## src/rtl/fifo_stream_reader_if.sv

```systemverilog
// rtl/fifo_stream_reader_if.sv - output stream bundle of the FIFO stream reader
//
// Purpose: groups the valid/ready word stream leaving fifo_stream_reader.
// Parameters:
//   DWIDTH  stream data width
// Signals:
//   m_valid  word present on m_data
//   m_data   stream word
//   m_last   final word of the burst, qualified by m_valid
//   m_ready  downstream accepts the word this cycle
// Modports:
//   master  driven by the reader (valid/data/last out, ready in)
//   slave   downstream consumer

interface fifo_stream_reader_if #(
  parameter int DWIDTH = 16
);
  logic              m_valid;
  logic [DWIDTH-1:0] m_data;
  logic              m_last;
  logic              m_ready;

  modport master (
    output m_valid,
    output m_data,
    output m_last,
    input  m_ready
  );

  modport slave (
    input  m_valid,
    input  m_data,
    input  m_last,
    output m_ready
  );
endinterface

```

## src/rtl/fifo_stream_reader.sv

```systemverilog
// rtl/fifo_stream_reader.sv - burst read controller from a synchronous FIFO onto a valid/ready stream
//
// Purpose: on a start pulse pops exactly len words from a FIFO with
// registered read data and forwards them on a valid/ready stream, marking the
// final word with m_last. A 3-entry buffer covers the one-cycle read latency
// plus backpressure, so the block runs at one word per cycle and fifo_rd_en
// never depends combinationally on m_ready.
// Optional feature macro: FIFO_RD_TIMEOUT_EN adds an empty-stall abort and
// the timeout output.
// Ports:
//   clk         clock, posedge
//   rstn        synchronous active-low reset
//   start       burst request, sampled only while idle
//   len         burst length in words, sampled with start
//   busy        high whenever a burst is in progress
//   done        one-cycle pulse at burst completion
//   fifo_empty  FIFO empty flag
//   fifo_dout   FIFO read data, valid the cycle after a pop
//   fifo_rd_en  FIFO pop request
//   timeout     (FIFO_RD_TIMEOUT_EN only) one-cycle pulse on stall abort
//   m           output stream (fifo_stream_reader_if.master)

module fifo_stream_reader #(
  parameter int DWIDTH         = 16,
  parameter int LWIDTH         = 8,
  parameter int TIMEOUT_CYCLES = 255
) (
  input  logic              clk,
  input  logic              rstn,
  input  logic              start,
  input  logic [LWIDTH-1:0] len,
  output logic              busy,
  output logic              done,
  input  logic              fifo_empty,
  input  logic [DWIDTH-1:0] fifo_dout,
  output logic              fifo_rd_en,
`ifdef FIFO_RD_TIMEOUT_EN
  output logic              timeout,
`endif
  fifo_stream_reader_if.master m
);

  if (TIMEOUT_CYCLES < 1 || TIMEOUT_CYCLES > 65535) begin : g_bad_timeout
    $error("TIMEOUT_CYCLES must fit the 16-bit stall counter");
  end

  typedef enum logic [1:0] {
    S_IDLE  = 2'd0,
    S_READ  = 2'd1,
    S_DRAIN = 2'd2,
    S_DONE  = 2'd3
  } state_t;

  state_t            state;
  logic [DWIDTH-1:0] mem [3];
  logic [1:0]        wr_ptr;
  logic [1:0]        rd_ptr;
  logic [1:0]        count;
  logic              inflight;
  logic [LWIDTH-1:0] issue_rem;
  logic [LWIDTH-1:0] out_rem;

  logic              m_valid_i;
  logic              m_last_i;
  logic              hs;
  logic [2:0]        occupancy;

  // Words already committed to the buffer: stored ones plus the one whose
  // data arrives at the next edge. Capping this at 3 is what lets the block
  // keep issuing without ever looking at m_ready.
  assign occupancy  = {1'b0, count} + {2'b00, inflight};

  assign fifo_rd_en = (state == S_READ) && !fifo_empty &&
                      (issue_rem != '0) && (occupancy < 3'd3);

  assign m_valid_i  = (count != 2'd0);
  assign m_last_i   = m_valid_i && (out_rem == LWIDTH'(1));
  assign hs         = m_valid_i && m.m_ready;

  assign m.m_valid  = m_valid_i;
  assign m.m_data   = mem[rd_ptr];
  assign m.m_last   = m_last_i;

  assign busy       = (state != S_IDLE);
  assign done       = (state == S_DONE);

  function automatic logic [1:0] ptr_inc(input logic [1:0] p);
    return (p == 2'd2) ? 2'd0 : p + 2'd1;
  endfunction

`ifdef FIFO_RD_TIMEOUT_EN
  logic [15:0]       stall_cnt;
  logic              stall_hit;
  logic [LWIDTH-1:0] undelivered;

  assign stall_hit   = (state == S_READ) && fifo_empty &&
                       (stall_cnt == 16'(TIMEOUT_CYCLES - 1));
  // Words still owed downstream after this edge; a handshake in the abort
  // cycle itself is already accounted for.
  assign undelivered = LWIDTH'(occupancy) - LWIDTH'(hs);

  always_ff @(posedge clk) begin
    if (!rstn) begin
      stall_cnt <= '0;
      timeout   <= 1'b0;
    end else begin
      timeout <= stall_hit;
      if (state != S_READ || fifo_rd_en || stall_hit) begin
        stall_cnt <= '0;
      end else if (fifo_empty) begin
        stall_cnt <= stall_cnt + 16'd1;
      end
    end
  end
`endif

  always_ff @(posedge clk) begin
    if (!rstn) begin
      state     <= S_IDLE;
      wr_ptr    <= 2'd0;
      rd_ptr    <= 2'd0;
      count     <= 2'd0;
      inflight  <= 1'b0;
      issue_rem <= '0;
      out_rem   <= '0;
      for (int i = 0; i < 3; i++) begin
        mem[i] <= '0;
      end
    end else begin
      // fifo_dout only carries a real word the cycle after a pop.
      if (inflight) begin
        mem[wr_ptr] <= fifo_dout;
        wr_ptr      <= ptr_inc(wr_ptr);
      end
      if (hs) begin
        rd_ptr  <= ptr_inc(rd_ptr);
        out_rem <= out_rem - LWIDTH'(1);
      end
      count    <= count + {1'b0, inflight} - {1'b0, hs};
      inflight <= fifo_rd_en;
      if (fifo_rd_en) begin
        issue_rem <= issue_rem - LWIDTH'(1);
      end

      case (state)
        S_IDLE: begin
          if (start) begin
            issue_rem <= len;
            out_rem   <= len;
            state     <= (len == '0) ? S_DONE : S_READ;
          end
        end
        S_READ: begin
          if (fifo_rd_en && issue_rem == LWIDTH'(1)) begin
            state <= S_DRAIN;
          end
`ifdef FIFO_RD_TIMEOUT_EN
          if (stall_hit) begin
            issue_rem <= '0;
            out_rem   <= undelivered;
            state     <= (undelivered == '0) ? S_DONE : S_DRAIN;
          end
`endif
        end
        S_DRAIN: begin
          if (hs && m_last_i) begin
            state <= S_DONE;
          end
        end
        S_DONE: begin
          state <= S_IDLE;
        end
        default: begin
          state <= S_IDLE;
        end
      endcase
    end
  end

endmodule
```

## src/flat_wrapper.sv

```systemverilog
// flat-port wrapper written by rule: the top's interface ports become plain ports
module fifo_stream_reader_flat 
#(
  parameter int DWIDTH         = 16,
  parameter int LWIDTH         = 8,
  parameter int TIMEOUT_CYCLES = 255
)
  (clk, rstn, start, len, busy, done, fifo_empty, fifo_dout, fifo_rd_en, m_m_valid, m_m_data, m_m_last, m_m_ready);
  fifo_stream_reader_if #(.DWIDTH(DWIDTH)) m_i ();
  input  logic clk;
  input  logic rstn;
  input  logic start;
  input  logic [LWIDTH-1:0] len;
  output logic busy;
  output logic done;
  input  logic fifo_empty;
  input  logic [DWIDTH-1:0] fifo_dout;
  output logic fifo_rd_en;
  output wire logic [$bits(m_i.m_valid)-1:0] m_m_valid;
  output wire logic [$bits(m_i.m_data)-1:0] m_m_data;
  output wire logic [$bits(m_i.m_last)-1:0] m_m_last;
  input wire logic [$bits(m_i.m_ready)-1:0] m_m_ready;
  assign m_m_valid = m_i.m_valid;
  assign m_m_data = m_i.m_data;
  assign m_m_last = m_i.m_last;
  assign m_i.m_ready = m_m_ready;
  fifo_stream_reader #(.DWIDTH(DWIDTH), .LWIDTH(LWIDTH), .TIMEOUT_CYCLES(TIMEOUT_CYCLES)) u_core (.clk(clk), .rstn(rstn), .start(start), .len(len), .busy(busy), .done(done), .fifo_empty(fifo_empty), .fifo_dout(fifo_dout), .fifo_rd_en(fifo_rd_en), .m(m_i));
endmodule
```

## config.mk

```make
export PLATFORM = sky130hd
export DESIGN_NAME = fifo_stream_reader_flat
export DESIGN_NICKNAME = d
export VERILOG_FILES = /design/src/rtl/fifo_stream_reader_if.sv /design/src/rtl/fifo_stream_reader.sv /design/src/flat_wrapper.sv
export SDC_FILE = /design/constraint.sdc
export NUM_CORES = 1
export LEC_CHECK = 0
export ABC_CLOCK_PERIOD_IN_PS = 3900
export BUFFER_PORTS_ARGS = -buffer_cell sky130_fd_sc_hd__buf_4
export CAP_MARGIN = 40
export CORE_AREA = 10 10 103 105
export CTS_BUF_LIST = sky130_fd_sc_hd__clkbuf_4
export CTS_CLUSTER_DIAMETER = 150
export DETAILED_ROUTE_END_ITERATION = 7
export DIE_AREA = 0 0 113 115
export PLACE_DENSITY = 0.69
export SYNTH_ARGS = -nofsm -noshare
export SYNTH_HDL_FRONTEND = slang
export SYNTH_SLANG_ARGS = --single-unit
```

## constraint.sdc

```tcl
create_clock -name clk -period 3.9 [get_ports clk]
set_input_delay 0.195 -clock clk [delete_from_list [all_inputs] [get_ports clk]]
set_output_delay 0.195 -clock clk [all_outputs]
set_load 0.03 [all_outputs]
```

After elaboration in Yosys (flattened, before gate mapping)
Memories as Yosys holds them, arrays and structs flattened. A register that Yosys moved wholly into a read port is not among the register bits.
Cells that the tools add are included.
- add/sub/neg operators: 7
- $mul: 0
- divide/modulo/power cells: 0
- $lt $le $gt $ge: 1
- equal/unequal tests: 10
- shift-type cells: 0
- muxes and demuxes: 22
- bitwise logic cells: 0
- reduce and logical (&&, ||, !) cells: 15
- operator list (kind ; number):
    2-to-1 mux 8 bit ; 6
    2-to-1 mux 2 bit ; 9
    == test 8 x 1 -> 1 bit (second input constant) ; 2
    2-to-1 mux 16 bit ; 1
    OR reduction 16 bit ; 1
    subtractor 8 x 1 -> 8 bit (second input constant) ; 2
    == test 2 bit (second input constant) ; 4
    zero test 8 bit ; 1
    case mux 2 bit (4 select lines) ; 1
    nonzero test 8 bit ; 1
    logical AND 1 bit ; 7
    2-to-1 mux 1 bit ; 5
    adder 2 x 1 -> 2 bit (second input constant) ; 2
    inequality test 2 bit (second input constant) ; 2
    nonzero test 2 bit ; 2
    adder 2 x 1 -> 3 bit ; 1
    less-than comparator 3 x 2 -> 1 bit (second input constant) ; 1
    AND reduction 3 bit ; 1
    adder 2 x 1 -> 2 bit ; 1
    == test 2 x 1 -> 1 bit (second input constant) ; 1
    zero test 2 bit ; 1
    inequality test 2 x 1 -> 1 bit (second input constant) ; 1
    subtractor 2 x 1 -> 2 bit ; 1
    zero test 1 bit ; 1
- register bits: 25
- latch bits: 0
- memory bits (writable): 48
- memory bits (read-only): 0
- memories kept: 1
- memories (memory ; words ; bits a word ; rd ports ; clocked after memory_dff ; wr ports ; line ; text):
    u_core.mem ; 3 ; 16 ; 1 ; 1 ; 3 ; fifo_stream_reader.sv:55 ; logic [DWIDTH-1:0] mem [3];

Longest topological paths before layout
- depth in word-level cells: 7
- mapped depth: 8
- mapped depth without buffers: 8

Worst setup path after synthesis
OpenSTA, ideal clock, no wires.
- path kind: register -> register
- start point: register u_core.inflight
- end point: register u_core.issue_rem[4]
- setup time: 0.074 ns
- arrival: 2.124 ns
- path slack: 1.702 ns
- cell stages (with the launch flop): 7
- cells stage by stage: dfxtp_1 -> ha_1 -> ha_1 -> a211o_1 -> a311o_1 -> or4_1 -> a31oi_1
- longest elaborated chain between the ends: 6
- ends and longest elaborated chain (item ; line ; text):
    start: declaration ; fifo_stream_reader.sv:59 ; logic inflight;
    start signal: assignment ; fifo_stream_reader.sv:140 ; inflight <= fifo_rd_en;
    adder 2 x 1 -> 3 bit * ; fifo_stream_reader.sv:71 ; assign occupancy = {1'b0, count} + {2'b00, inflight};
    less-than comparator 3 x 2 -> 1 bit * ; fifo_stream_reader.sv:74 ; (issue_rem != '0) && (occupancy < 3'd3);
    logical AND 1 bit * ; fifo_stream_reader.sv:74 ;
    2-to-1 mux 8 bit * ; fifo_stream_reader.sv:141 ; if (fifo_rd_en) begin
    2-to-1 mux 8 bit ; fifo_stream_reader.sv:147 ; if (start) begin
    2-to-1 mux 8 bit * ; fifo_stream_reader.sv:145 ; case (state)
    end signal: assignment ; fifo_stream_reader.sv:142 ; issue_rem <= issue_rem - LWIDTH'(1);
    end signal: assignment ; fifo_stream_reader.sv:148 ; issue_rem <= len;
    end: declaration ; fifo_stream_reader.sv:60 ; logic [LWIDTH-1:0] issue_rem;
Every way passes the cells marked *; elsewhere a longest branch is shown, timed or not.
A chain may end at the register's enable or synchronous reset.

Final worst setup path
- start point: register u_core.inflight
- end point: output fifo_rd_en
- longest elaborated chain between the ends: 3
- ends and longest elaborated chain (item ; line ; text):
    adder 2 x 1 -> 3 bit ; fifo_stream_reader.sv:71 ;
    less-than comparator 3 x 2 -> 1 bit ; fifo_stream_reader.sv:74 ;
    logical AND 1 bit ; fifo_stream_reader.sv:74 ;
    end: declaration ; flat_wrapper.sv:18 ; output logic fifo_rd_en;
Every way passes these cells.

==> impl_metrics.json <==
{
  "die-area_sq_um": 13000,
  "gp_congestion": 0.785,
  "row_count": 34,
  "vias": 2673,
  "wl_per_cell_um": 17.1,
  "cts-root-buf": "clkbuf_4",
  "max_freq_ghz": 0.379,
  "end_kind": "primary output",
  "fin_crit_ns": 2.64,
  "cts_htree_levels": 3,
  "synth-seq-cells": 91,
  "crit_family": "compound AO/OA/AOI/OAI gates",
  "yosys-top-cells-area": "edfxtp_1 46%, dfxtp_1 13%, mux4_2 8.7%",
  "cts_tree": "built",
  "relSlewSlack_pct": 46.7,
  "slowest_delay_ns": 0.40,
  "cts_resized": 0,
  "ctsHoldBuffers": 16,
  "die_x_um": 113,
  "yosysTopAreaCellShare_pct": 46.2,
  "grt_pass1_wl_um": 13500,
  "overflow": 0,
  "avgSynthCellArea_sq_um": 13.3,
  "drtIter0Drc": 152,
  "synth_cell_types": 44,
  "grt_max_degree": 25,
  "synthMostInstantiatedCell": "edfxtp_1",
  "synthesis.nets": 357,
  "hold_violations": 0,
  "rsz0062_at_grt": "no",
  "max_cap_violations": 0,
  "detail-route-antenna-nets": 0,
  "clkSlewWorstSetupHoldPaths_ns": 0.15,
  "cts_buffers": 9,
  "path_class": "reg2out",
  "irDropWorstVdd_v": 0.000442,
  "crit_required_ns": 3.70,
  "cp_num_buf_inv": 2,
  "cp_cell_sequence": "ha_1 > ha_1 > a211o_1 > a311o_1 > inv_2 > buf_4",
  "dp_slack_ns": 1.57,
  "setup_slack_ns": 1.26,
  "diodes": 0,
  "fin_crit_sh_pct": 67.7,
  "io_buffers": 49,
  "fp.dieH_um": 115,
  "final_nets": 429,
  "design.portCount": 50,
  "crit_path_frequent_cell": "ha_1",
  "netlist_top_cells_count": "64 x edfxtp_1, 54 x and2_1, 27 x dfxtp_1",
  "critPathMaxFanout": 10,
  "drive_above_1_share_pct": 24.6,
  "fillers": 687,
  "grt_pass1_vias": 2715,
  "syn-cell-area_sq_um": 4160,
  "yosys_warnings": 0,
  "yosysSeqAreaShare_pct": 59.2,
  "track_usage_pct": 13.2,
  "setup_viol": 0,
  "synthCells": 314,
  "slew_viol_final": 0,
  "clock_skew_ns": 0.0227,
  "synth-edff-count": 64,
  "worstPathArrival_ns": 2.45,
  "dp.final_hpwl_um": 6030,
  "antenna_found_initial": 0,
  "synthArstFlopShare_pct": 0,
  "hp-class": "in2reg",
  "post_cts_buffers": 0,
  "drtPass1Iterations": 4,
  "routed_via_density": 5.36,
  "leakagePower_nw": 1.92,
  "outcome": "finished, final reports clean",
  "tns_ns": 0,
  "cpMaxStageDelayCell": "dfxtp_1",
  "tightestPinTransition_ns": 0.798,
  "cts_buffer_depth": 2,
  "critPathLaunchType": "flop",
  "syn2layout_area_growth_pct": 20.7,
  "clock_latency_ns": 0.45,
  "drc": 0,
  "wirelength_um": 8540,
  "initial_core_util_pct": 48.7,
  "numClockSinks": 91,
  "p_per_area_nw_per_um2": 555,
  "synthFlopType": "edfxtp_1",
  "core_sq_um": 8550,
  "yosysTopAreaCell": "edfxtp_1"
}
==> state kept, by name, indices dropped and copies added (netlist names), named ones only <==
| name | cells |
|---|---|
| u_core.issue_rem | 8 |
| u_core.rd_ptr | 2 |
| u_core.mem | 64 |
| u_core.count | 2 |
| u_core.state | 2 |
| u_core.inflight | 1 |
| u_core.wr_ptr | 2 |
| u_core.out_rem | 8 |
==> metal layers <==
layer	part of all wire, %	up-vias	track usage [%]
li1	-	1308	-
met1	44	1288	15.9
met2	48	66	22.0
met3	6.2	11	3.65
met4	1.6	0	5.33
met5	0	-	0
==> metrics by stage <==
stage	instance area (sq um)	instances	hold WS [ns]	power, W	util [%]
2_1_floorplan	4160	314	0.294	0.00193	-
3_3_place_gp	4650	464	0.393	0.00218	54.4
3_5_place_dp	4690	467	0.395	0.00220	54.9
4_1_cts	5020	499	0.0360	0.00281	58.7
5_1_grt	5020	499	0.0288	0.00294	58.7
6_report	5020	499	0.0619	0.00279	58.7
==> worst register-to-register path, cell delays in order (launching register included) <==
cell and delay, ns:
dfxtp_1 0.40, ha_1 0.23, ha_1 0.29, a211o_1 0.32, a311o_1 0.40, or4_1 0.48
a31oi_1 0.18
==> kinds of logic (layout without fill, tap and decap cells) <==
family | count (synthesis) | count (layout) | share of synthesized area [%]
and+or+nand+nor | 108 | 108 | 15.8
DFF | 91 | 91 | 59.2
AOI/OAI and AO/OA | 43 | 43 | 6.67
buffers and inverters | 29 | 106 | 2.71
muxes | 19 | 19 | 9.38
adders and majority gates | 14 | 14 | 4.21
xor gates and xnor gates | 10 | 10 | 2.10
==> power by group <==
part / internal, W / switching (W) / leakage (nW)
registers: 0.00115 / 0.000122 / 0.862
clock network: 0.000275 / 0.000331 / 0.0891
logic: 0.000412 / 0.000504 / 0.971
total: 0.00183 / 0.000956 / 1.92
==> layout make-up <==
class / count / area (sq um) / area share, %
clock inverters: 6 / 96.3 / 1.92
repair buffers: 73 / 603 / 12.0
multi-input cells: 194 / 1590 / 31.6
flip-flops and latches: 91 / 2460 / 49.0
inverters: 17 / 63.8 / 1.27
clock buffers: 10 / 75.1 / 1.49
well taps: 108 / 135 / 2.69
==> layout by cell type (no fill, tap or decap), types with 3 or more instances in the layout <==
master         count
edfxtp_1          64
buf_4             55
and2_1            54
dfxtp_1           27
inv_1             16
mux4_2            16
dlygate4sd3_1     16
ha_1              14
o21ai_0           11
clkbuf_4          10
nor3_1             9
xnor2_1            9
a21oi_1            9
nand2_1            8
nor2_1             7
or4_1              5
nor4_1             5
a31oi_1            5
nand2b_1           4
nor2b_1            3
mux2i_1            3
o211ai_1           3
==> worst paths after layout <==
check | start | endpoint | slack (ns) | cells past startpoint
worst max-delay path | u_core.inflight$_SDFF_PN0_ | fifo_rd_en | 1.26 | 6
worst min-delay path | len[1] | u_core.out_rem[1]$_SDFF_PN0_ | 0.06 | 3
worst max register to register | u_core.inflight$_SDFF_PN0_ | u_core.issue_rem[4]$_SDFF_PN0_ | 1.57 | 6
worst min register to register | u_core.state[1]$_SDFFE_PN0P_ | u_core.state[1]$_SDFFE_PN0P_ | 0.53 | 2
No activity file was read; power rests on OpenSTA's default activity.
